==> src/rtl/vga_curve_plotter_if.sv <==
// Configuration write port for vga_curve_plotter: valid/ready handshake
// carrying a channel index, a field select and 16 bits of data.
interface vga_curve_plotter_if;
    logic        cfg_valid;
    logic        cfg_ready;
    logic [2:0]  cfg_sel;
    logic [1:0]  cfg_field;
    logic [15:0] cfg_data;

    modport master (
        output cfg_valid,
        output cfg_sel,
        output cfg_field,
        output cfg_data,
        input  cfg_ready
    );

    modport slave (
        input  cfg_valid,
        input  cfg_sel,
        input  cfg_field,
        input  cfg_data,
        output cfg_ready
    );
endinterface

==> src/rtl/vga_curve_plotter.sv <==
// VGA timing generator with an N-channel y = M*x + B line-plot pipeline.
// Channel parameters are written into a shadow set and copied to the active
// set at frame start. Optional macro VGA_CURVE_PLOTTER_THICK_EN widens each
// trace to three pixels (p == y-1, y, y+1).
module vga_curve_plotter #(
    parameter int unsigned H_ACTIVE = 640,
    parameter int unsigned H_FP     = 16,
    parameter int unsigned H_SYNC   = 96,
    parameter int unsigned H_BP     = 48,
    parameter int unsigned V_ACTIVE = 480,
    parameter int unsigned V_FP     = 10,
    parameter int unsigned V_SYNC   = 2,
    parameter int unsigned V_BP     = 33,
    parameter int unsigned N_CURVES = 4,
    parameter int unsigned COLOR_W  = 3,
    parameter int unsigned COORD_W  = 10
) (
    input  logic                clk50,
    input  logic                rst,
    vga_curve_plotter_if.slave  cfg,
    output logic [COLOR_W-1:0]  pix,
    output logic                hsync,
    output logic                vsync,
    output logic                frame_start,
    output logic [COORD_W-1:0]  counter_x,
    output logic [COORD_W-1:0]  counter_y
);
    localparam int unsigned H_TOTAL = H_ACTIVE + H_FP + H_SYNC + H_BP;
    localparam int unsigned V_TOTAL = V_ACTIVE + V_FP + V_SYNC + V_BP;

    localparam logic [COORD_W-1:0] X_LAST  = COORD_W'(H_TOTAL - 1);
    localparam logic [COORD_W-1:0] Y_LAST  = COORD_W'(V_TOTAL - 1);
    localparam logic [COORD_W-1:0] X_ACT   = COORD_W'(H_ACTIVE);
    localparam logic [COORD_W-1:0] Y_ACT   = COORD_W'(V_ACTIVE);
    localparam logic [COORD_W-1:0] HS_BEG  = COORD_W'(H_ACTIVE + H_FP);
    localparam logic [COORD_W-1:0] HS_END  = COORD_W'(H_ACTIVE + H_FP + H_SYNC);
    localparam logic [COORD_W-1:0] VS_BEG  = COORD_W'(V_ACTIVE + V_FP);
    localparam logic [COORD_W-1:0] VS_END  = COORD_W'(V_ACTIVE + V_FP + V_SYNC);

    logic               pix_en;
    logic [COORD_W-1:0] x;
    logic [COORD_W-1:0] y;
    logic               commit;
    logic               accept;

    // Shadow (written by the config port) and active (used for drawing) sets
    logic [15:0]         sh_m  [N_CURVES];
    logic [15:0]         sh_b  [N_CURVES];
    logic [COLOR_W-1:0]  sh_c  [N_CURVES];
    logic [N_CURVES-1:0] sh_en;
    logic [15:0]         ac_m  [N_CURVES];
    logic [15:0]         ac_b  [N_CURVES];
    logic [COLOR_W-1:0]  ac_c  [N_CURVES];
    logic [N_CURVES-1:0] ac_en;

    // Pipeline stage 1
    logic [31:0]         prod  [N_CURVES];
    logic [31:0]         p1    [N_CURVES];
    logic [COLOR_W-1:0]  c1    [N_CURVES];
    logic [N_CURVES-1:0] en1;
    logic [COORD_W-1:0]  y1;
    logic                act1;
    logic                hs1;
    logic                vs1;

    // Pipeline stage 2 selection
    logic [31:0]         y_ext;
    logic [N_CURVES-1:0] hit;
    logic [COLOR_W-1:0]  sel_col;
    logic                found;

    assign counter_x     = x;
    assign counter_y     = y;
    assign commit        = pix_en && (x == '0) && (y == '0);
    assign cfg.cfg_ready = !commit;
    assign accept        = cfg.cfg_valid && !commit;

    // Pixel enable and raster counters
    always_ff @(posedge clk50 or posedge rst) begin
        if (rst) begin
            pix_en <= 1'b0;
            x      <= '0;
            y      <= '0;
        end else begin
            pix_en <= ~pix_en;
            if (pix_en) begin
                if (x == X_LAST) begin
                    x <= '0;
                    y <= (y == Y_LAST) ? '0 : y + 1'b1;
                end else begin
                    x <= x + 1'b1;
                end
            end
        end
    end

    // Config writes into the shadow set; out-of-range channel indices match no slot
    always_ff @(posedge clk50 or posedge rst) begin
        if (rst) begin
            for (int unsigned i = 0; i < N_CURVES; i++) begin
                sh_m[i] <= '0;
                sh_b[i] <= '0;
                sh_c[i] <= '0;
            end
            sh_en <= '0;
        end else begin
            for (int unsigned i = 0; i < N_CURVES; i++) begin
                if (accept && (cfg.cfg_sel == 3'(i))) begin
                    case (cfg.cfg_field)
                        2'd0:    sh_m[i]  <= cfg.cfg_data;
                        2'd1:    sh_b[i]  <= cfg.cfg_data;
                        2'd2:    sh_c[i]  <= cfg.cfg_data[COLOR_W-1:0];
                        default: sh_en[i] <= cfg.cfg_data[0];
                    endcase
                end
            end
        end
    end

    // Atomic copy of the shadow set at frame start
    always_ff @(posedge clk50 or posedge rst) begin
        if (rst) begin
            for (int unsigned i = 0; i < N_CURVES; i++) begin
                ac_m[i] <= '0;
                ac_b[i] <= '0;
                ac_c[i] <= '0;
            end
            ac_en       <= '0;
            frame_start <= 1'b0;
        end else begin
            frame_start <= commit;
            if (commit) begin
                for (int unsigned i = 0; i < N_CURVES; i++) begin
                    ac_m[i] <= sh_m[i];
                    ac_b[i] <= sh_b[i];
                    ac_c[i] <= sh_c[i];
                end
                ac_en <= sh_en;
            end
        end
    end

    // M*X + B per channel; the low 32 bits are identical for signed and unsigned products
    always_comb begin
        for (int unsigned i = 0; i < N_CURVES; i++) begin
            prod[i] = {{16{ac_m[i][15]}}, ac_m[i]} * {{(32-COORD_W){1'b0}}, x}
                    + {{16{ac_b[i][15]}}, ac_b[i]};
        end
    end

    // Stage 1: register line values together with the raster state they belong to
    always_ff @(posedge clk50 or posedge rst) begin
        if (rst) begin
            for (int unsigned i = 0; i < N_CURVES; i++) begin
                p1[i] <= '0;
                c1[i] <= '0;
            end
            en1  <= '0;
            y1   <= '0;
            act1 <= 1'b0;
            hs1  <= 1'b1;
            vs1  <= 1'b1;
        end else begin
            for (int unsigned i = 0; i < N_CURVES; i++) begin
                p1[i] <= prod[i];
                c1[i] <= ac_c[i];
            end
            en1  <= ac_en;
            y1   <= y;
            act1 <= (x < X_ACT) && (y < Y_ACT);
            hs1  <= !((x >= HS_BEG) && (x < HS_END));
            vs1  <= !((y >= VS_BEG) && (y < VS_END));
        end
    end

    // Hit detection and lowest-index priority select
    always_comb begin
        y_ext   = {{(32-COORD_W){1'b0}}, y1};
        sel_col = '0;
        found   = 1'b0;
        for (int unsigned i = 0; i < N_CURVES; i++) begin
`ifdef VGA_CURVE_PLOTTER_THICK_EN
            hit[i] = en1[i] && ((p1[i] == y_ext) || (p1[i] == y_ext - 32'd1)
                                || (p1[i] == y_ext + 32'd1));
`else
            hit[i] = en1[i] && (p1[i] == y_ext);
`endif
            if (!found && hit[i]) begin
                sel_col = c1[i];
                found   = 1'b1;
            end
        end
    end

    // Stage 2: registered pin outputs, syncs delayed alongside the pixel
    always_ff @(posedge clk50 or posedge rst) begin
        if (rst) begin
            pix   <= '0;
            hsync <= 1'b1;
            vsync <= 1'b1;
        end else begin
            pix   <= act1 ? sel_col : '0;
            hsync <= hs1;
            vsync <= vs1;
        end
    end
endmodule

==> src/flat_wrapper.sv <==
// flat-port wrapper written by rule: the top's interface ports become plain ports
module vga_curve_plotter_flat 
#(
    parameter int unsigned H_ACTIVE = 640,
    parameter int unsigned H_FP     = 16,
    parameter int unsigned H_SYNC   = 96,
    parameter int unsigned H_BP     = 48,
    parameter int unsigned V_ACTIVE = 480,
    parameter int unsigned V_FP     = 10,
    parameter int unsigned V_SYNC   = 2,
    parameter int unsigned V_BP     = 33,
    parameter int unsigned N_CURVES = 4,
    parameter int unsigned COLOR_W  = 3,
    parameter int unsigned COORD_W  = 10
)
  (clk50, rst, pix, hsync, vsync, frame_start, counter_x, counter_y, cfg_cfg_valid, cfg_cfg_sel, cfg_cfg_field, cfg_cfg_data, cfg_cfg_ready);
  vga_curve_plotter_if cfg_i ();
  input  logic clk50;
  input  logic rst;
  output logic [COLOR_W-1:0] pix;
  output logic hsync;
  output logic vsync;
  output logic frame_start;
  output logic [COORD_W-1:0] counter_x;
  output logic [COORD_W-1:0] counter_y;
  input wire logic [$bits(cfg_i.cfg_valid)-1:0] cfg_cfg_valid;
  input wire logic [$bits(cfg_i.cfg_sel)-1:0] cfg_cfg_sel;
  input wire logic [$bits(cfg_i.cfg_field)-1:0] cfg_cfg_field;
  input wire logic [$bits(cfg_i.cfg_data)-1:0] cfg_cfg_data;
  output wire logic [$bits(cfg_i.cfg_ready)-1:0] cfg_cfg_ready;
  assign cfg_i.cfg_valid = cfg_cfg_valid;
  assign cfg_i.cfg_sel = cfg_cfg_sel;
  assign cfg_i.cfg_field = cfg_cfg_field;
  assign cfg_i.cfg_data = cfg_cfg_data;
  assign cfg_cfg_ready = cfg_i.cfg_ready;
  vga_curve_plotter #(.H_ACTIVE(H_ACTIVE), .H_FP(H_FP), .H_SYNC(H_SYNC), .H_BP(H_BP), .V_ACTIVE(V_ACTIVE), .V_FP(V_FP), .V_SYNC(V_SYNC), .V_BP(V_BP), .N_CURVES(N_CURVES), .COLOR_W(COLOR_W), .COORD_W(COORD_W)) u_core (.clk50(clk50), .rst(rst), .cfg(cfg_i), .pix(pix), .hsync(hsync), .vsync(vsync), .frame_start(frame_start), .counter_x(counter_x), .counter_y(counter_y));
endmodule
==> config.mk <==
export PLATFORM = sky130hd
export DESIGN_NAME = vga_curve_plotter_flat
export DESIGN_NICKNAME = d
export VERILOG_FILES = /design/src/rtl/vga_curve_plotter_if.sv /design/src/rtl/vga_curve_plotter.sv /design/src/flat_wrapper.sv
export SDC_FILE = /design/constraint.sdc
export NUM_CORES = 2
export LEC_CHECK = 0
export CORE_MARGIN = 2
export CORE_UTILIZATION = 36
export DETAILED_ROUTE_END_ITERATION = 10
export GPL_TIMING_DRIVEN = 0
export PLACE_DENSITY = 0.51
export SLEW_MARGIN = 20
export SYNTH_ARGS = -nofsm -noshare
export SYNTH_HDL_FRONTEND = slang
export SYNTH_SLANG_ARGS = --single-unit
export TNS_END_PERCENT = 100
==> constraint.sdc <==
create_clock -name clk50 -period 20.7 [get_ports clk50]
set_input_delay 4.14 -clock clk50 [delete_from_list [all_inputs] [get_ports clk50]]
set_output_delay 4.14 -clock clk50 [all_outputs]
set_load 0.01 [all_outputs]
== Word-level counts from Yosys, hierarchy flattened ==
Cells that the tools add are included.

* Bits in registers: 472
* Output and inout bits: 27

* $add $sub $neg: 6
* Multipliers: 4
* Magnitude comparators: 6
* Equal/unequal tests: 11
* Muxes and demuxes: 10
* Bitwise operators: 2
* Reductions and logical operators: 45

{| class="wikitable"
|+ Operators by type and width
! cell !! count
|-
| adder 32 bit || 4
|-
| == test 32 x 10 -> 1 bit || 4
|-
| multiplier 16 x 11 -> 27 bit || 4
|-
| AND reduction 2 bit || 17
|-
| adder 10 x 1 -> 10 bit (second input constant) || 2
|-
| == test 10 bit (second input constant) || 2
|-
| zero test 10 bit || 2
|-
| less-than comparator 10 bit (second input constant) || 2
|-
| less-than comparator 10 x 9 -> 1 bit (second input constant) || 2
|-
| two-way mux 10 bit || 2
|-
| logical AND 1 bit || 17
|-
| two-way mux 3 bit || 5
|-
| >= comparator 10 bit (second input constant) || 1
|-
| >= comparator 10 x 9 -> 1 bit (second input constant) || 1
|-
| == test 3 x 2 -> 1 bit (second input constant) || 2
|-
| zero test 1 bit || 6
|-
| == test 3 x 1 -> 1 bit (second input constant) || 1
|-
| zero test 3 bit || 1
|-
| two-way mux 1 bit || 3
|-
| OR reduction 3 bit || 1
|-
| == test 2 x 1 -> 1 bit (second input constant) || 1
|-
| == test 2 bit (second input constant) || 1
|-
| zero test 2 bit || 1
|-
| inverter 1 bit || 2
|}

== Depth between registers and ports, before layout ==
* Word-level depth: 13
* Mapped depth: 32
* Gate-level depth less buffers: 29

== Least setup slack after synthesis ==
Ideal clock, no wire load.

* Path type: reg-to-reg
* From: register u_core.x[5] (netlist: u_core.counter_x[5])
* To: register u_core.p1[28] in the netlist's numbering
* Arrival time: 7.056 ns
* Data required time: 20.613 ns
* Path slack: 13.557 ns
* Cell stages (with the launch flop): 30
* Clock period less this slack: 7.143 ns
* Path through: dfrtp_1 clkbuf_1 clkbuf_1 clkbuf_1 nand2_1 fa_1 inv_1 fa_1 fa_1 fa_1 inv_1 fa_1 inv_1 ha_1 clkbuf_1 a21o_1 a21o_1 a21o_1 a21o_1 a221oi_1 o41ai_1 a21oi_1 xnor2_1 ha_1 clkbuf_1 nand2_1 o21ai_0 a211o_1 a211o_1 o211ai_1

{| class="wikitable"
|+ RTL lines
! item !! line !! RTL
|-
| start, declared || vga_curve_plotter.sv:41 || <nowiki>logic [COORD_W-1:0] x;</nowiki>
|-
| start signal, assigned || vga_curve_plotter.sv:91 || <nowiki>x <= x + 1'b1;</nowiki>
|-
| end signal, assigned by index || vga_curve_plotter.sv:165 || <nowiki>p1[i] <= prod[i];</nowiki>
|-
| end, declared || vga_curve_plotter.sv:58 || <nowiki>logic [31:0] p1 [N_CURVES];</nowiki>
|}

==> flow_summary.json <==
{
  "synth_simple_gate_area_share_pct": 15.9,
  "dr.first_iter.drc_count": 2505,
  "ys.flop_type": "dfrtp_1",
  "reg2reg_depth": 28,
  "io_pins": 51,
  "cts_sinks": 472,
  "cts_root_buf": "clkbuf_16",
  "finClkSkew_ns": 0.0444,
  "dp_hpwl_mm": 109,
  "first_pass_iters": 5,
  "core-area_um2": 129000,
  "start_util_pct": 36.2,
  "cts_hold_buf": 0,
  "fillers": 12900,
  "synthCells": 4937,
  "ant_nets": 0,
  "fin_nets": 6030,
  "avgSynthCellArea_um2": 9.45,
  "min_path_cells": 0,
  "synthAdderAreaFrac_pct": 34.9,
  "routedWlPerCell_um": 20.1,
  "synth_cell_types": 73,
  "fp.dieW_um": 364,
  "critPathCaptureType": "flop",
  "htree_num_levels": 2,
  "grt_pass1_vias": 33500,
  "max_freq_mhz": 110,
  "fin_area_um2": 51600,
  "setup_viol": 0,
  "rsz0062_at_grt": "false",
  "synth_edf_count": 0,
  "routed_via_density": 4.87,
  "ys_seq_area_share_pct": 25.3,
  "fin_crit_ns": 9.11,
  "die-area_um2": 132000,
  "rows": 132,
  "port_buffers": 50,
  "clock_tree.buffer_depth": 3,
  "muxShareOfSynthArea_pct": 3.74,
  "worst_pin_slew_ns": 1.35,
  "die_h_um": 364,
  "postCtsSetupBuffers": 0,
  "grt_pass1_wl_mm": 212,
  "dpl-instance-area_um2": 49500,
  "cp.depth": 28,
  "slew_violations": 0,
  "cpMostUsedCell": "fa_1",
  "ys_warn_count": 0,
  "finalCritPeriodShare_pct": 44.0,
  "synthXorXnorAreaFrac_pct": 4.64,
  "area_delta_synth_final_pct": 10.7,
  "path_clk_slew_ns": 0.06,
  "drcViolationCount": 0,
  "synth_top_family_by_area": "adder cells",
  "globalplace.congestion": 0.874,
  "place_ws_ns": 11.68,
  "worst_setup_path_start_kind": "flop",
  "cp_slowest_cell": "clkbuf_1",
  "relSlewSlack_pct": 10.1,
  "async_reset_ff_share_pct": 100,
  "drive_gt1_share_pct": 6.13,
  "arrival_ns": 9.66,
  "crit_family": "adder cells",
  "netlist_area_um2": 46600,
  "cp_num_buf_inv": 7,
  "vias": 33400,
  "grt_max_degree": 97,
  "power_density_nw_per_um2": 44.0,
  "postCtsResizedCells": 0,
  "crit_fanout": 10,
  "worstSkewPairLatency_ns": 0.68,
  "cts_inserted_buffers": 56,
  "setup_slack_ns": 11.59,
  "track_usage_pct": 21.3,
  "p_leak_nw": 27.5,
  "cts_tree": "done",
  "peakVddDrop_v": 0.0000632,
  "critPathMaxStageDelay_ns": 0.86,
  "maxCapViolCount": 0,
  "hold_viol_final": 0,
  "synth_compound_area_share_pct": 7.21,
  "grt.overflow.total": 0,
  "syn-num-nets": 5913,
  "status": "completed",
  "synth-seq-cells": 472,
  "routed_wl_mm": 138,
  "worstPathRequired_ns": 21.25,
  "antenna_found_initial": 27,
  "path_class": "flop to flop",
  "hp-class": "flop to flop"
}
-- path summary, 6_finish.rpt --
path	to	slack, ns	start
setup / recovery	u_core.p1[30]	11.59	u_core.counter_x[6]
hold / removal	u_core.hsync	0.35	u_core.hs1
setup reg to reg	u_core.p1[30]	11.59	u_core.counter_x[6]
hold reg to reg	u_core.hsync	0.35	u_core.hs1
max in group asynchronous	u_core.p1[121]	15.17	rst
min in group asynchronous	u_core.p1[42]	3.86	rst
-- cells in the final DEF (no fill, tap or decap), drive strengths merged, types with 43 or more instances in the layout --
master / count
fa: 584
dfrtp: 468
and2: 344
a21oi: 158
a21o: 65
nor3: 43
clkbuf: 248
mux2: 144
xor2: 62
ha: 368
nor2: 120
xnor2: 185
nand2: 850
o21ai: 127
inv: 823
-- synthesized netlist by cell type (65+ instances only) --
cell type | instances | area share, %
nand2_1 | 847 | 6.8
inv_1 | 814 | 6.6
fa_1 | 584 | 25
dfrtp_1 | 468 | 25
ha_1 | 368 | 9.9
and2_1 | 344 | 4.6
xnor2_1 | 185 | 3.5
clkbuf_1 | 174 | 1.4
a21oi_1 | 158 | 1.7
o21ai_0 | 124 | 1.3
nor2_1 | 117 | 0.94
mux2_2 | 104 | 2.5
a21o_1 | 65 | 1.0
-- flip-flops by register name, summed over array words and instances, names as in the netlist --
register and cells:
u_core.ac_en 4, u_core.counter_x 10, u_core.sh_c 12, u_core.hsync 1, u_core.y1 10, u_core.pix_en 1, u_core.pix 3, u_core.frame_start 1
u_core.vsync 1, u_core.sh_b 64, u_core.sh_m 64, u_core.p1 128, u_core.hs1 1, u_core.en1 4, u_core.ac_b 64, u_core.ac_c 12
u_core.c1 12, u_core.vs1 1, u_core.act1 1, u_core.counter_y 10, u_core.sh_en 4, u_core.ac_m 64
-- metrics by stage --
stage / instances / power (mW) / hold WS [ns] / utilization [%] / TNS [ns]
2_1_floorplan: 4937 / 1.12 / 0.345 / - / 0
3_3_place_gp: 6729 / 1.17 / 0.347 / 38.2 / -1356.08
3_5_place_dp: 6738 / 1.17 / 0.347 / 38.4 / 0
4_1_cts: 6844 / 2.30 / 0.355 / 40.0 / 0
5_1_grt: 6844 / 2.35 / 0.357 / 40.0 / 0
6_report: 6851 / 2.27 / 0.355 / 40.0 / 0
-- logic make-up (layout without fill, tap and decap cells) --
kind of cell / Yosys count / in the layout
buf+inv: 1014 / 1179
simple gates: 1569 / 1569
other cells: 0 / 7
flops: 472 / 472
fa+ha+maj: 952 / 952
mux: 149 / 149
compound gates: 534 / 534
xor+xnor: 247 / 247
-- metal layers --
| metal | global-route usage, % | routed length, um | vias to the layer above |
|---|---|---|---|
| met5 | 0 | 49 | - |
| met4 | 4.93 | 3190 | 8 |
| met3 | 3.00 | 9070 | 152 |
| met2 | 33.6 | 62000 | 761 |
| met1 | 30.9 | 63600 | 16800 |
| li1 | - | - | 15700 |
-- report_power, final --
part           internal, mW  leakage (nW)  switching [mW]
registers             0.982          6.38          0.0285
clock network         0.673          1.02           0.444
logic                0.0653          20.1          0.0795
-- cell type report --
type                       count  area, um2  share of cell area [%]
antenna                        7       17.5                  0.0339
clock buffer                  74       1560                    3.02
multi-input combinational   3451      31000                    60.0
inverter                     817       3070                    5.95
clock inverter                32        518                    1.00
tap                         1742       2180                    4.22
timing repair buffer          59        656                    1.27
sequential                   472      11800                    22.9
buffer                       197        812                    1.57
-- worst reg2reg max path, delay by kind of cell, from the launching register on --
family          cells  cell delay [ns]
compound gates     10             2.67
simple gates        3             0.40
xor+xnor            1             0.17
flops               1             0.45
buf+inv             7             2.30
fa+ha+maj           7             3.01
(Power assumes the default switching activity.)
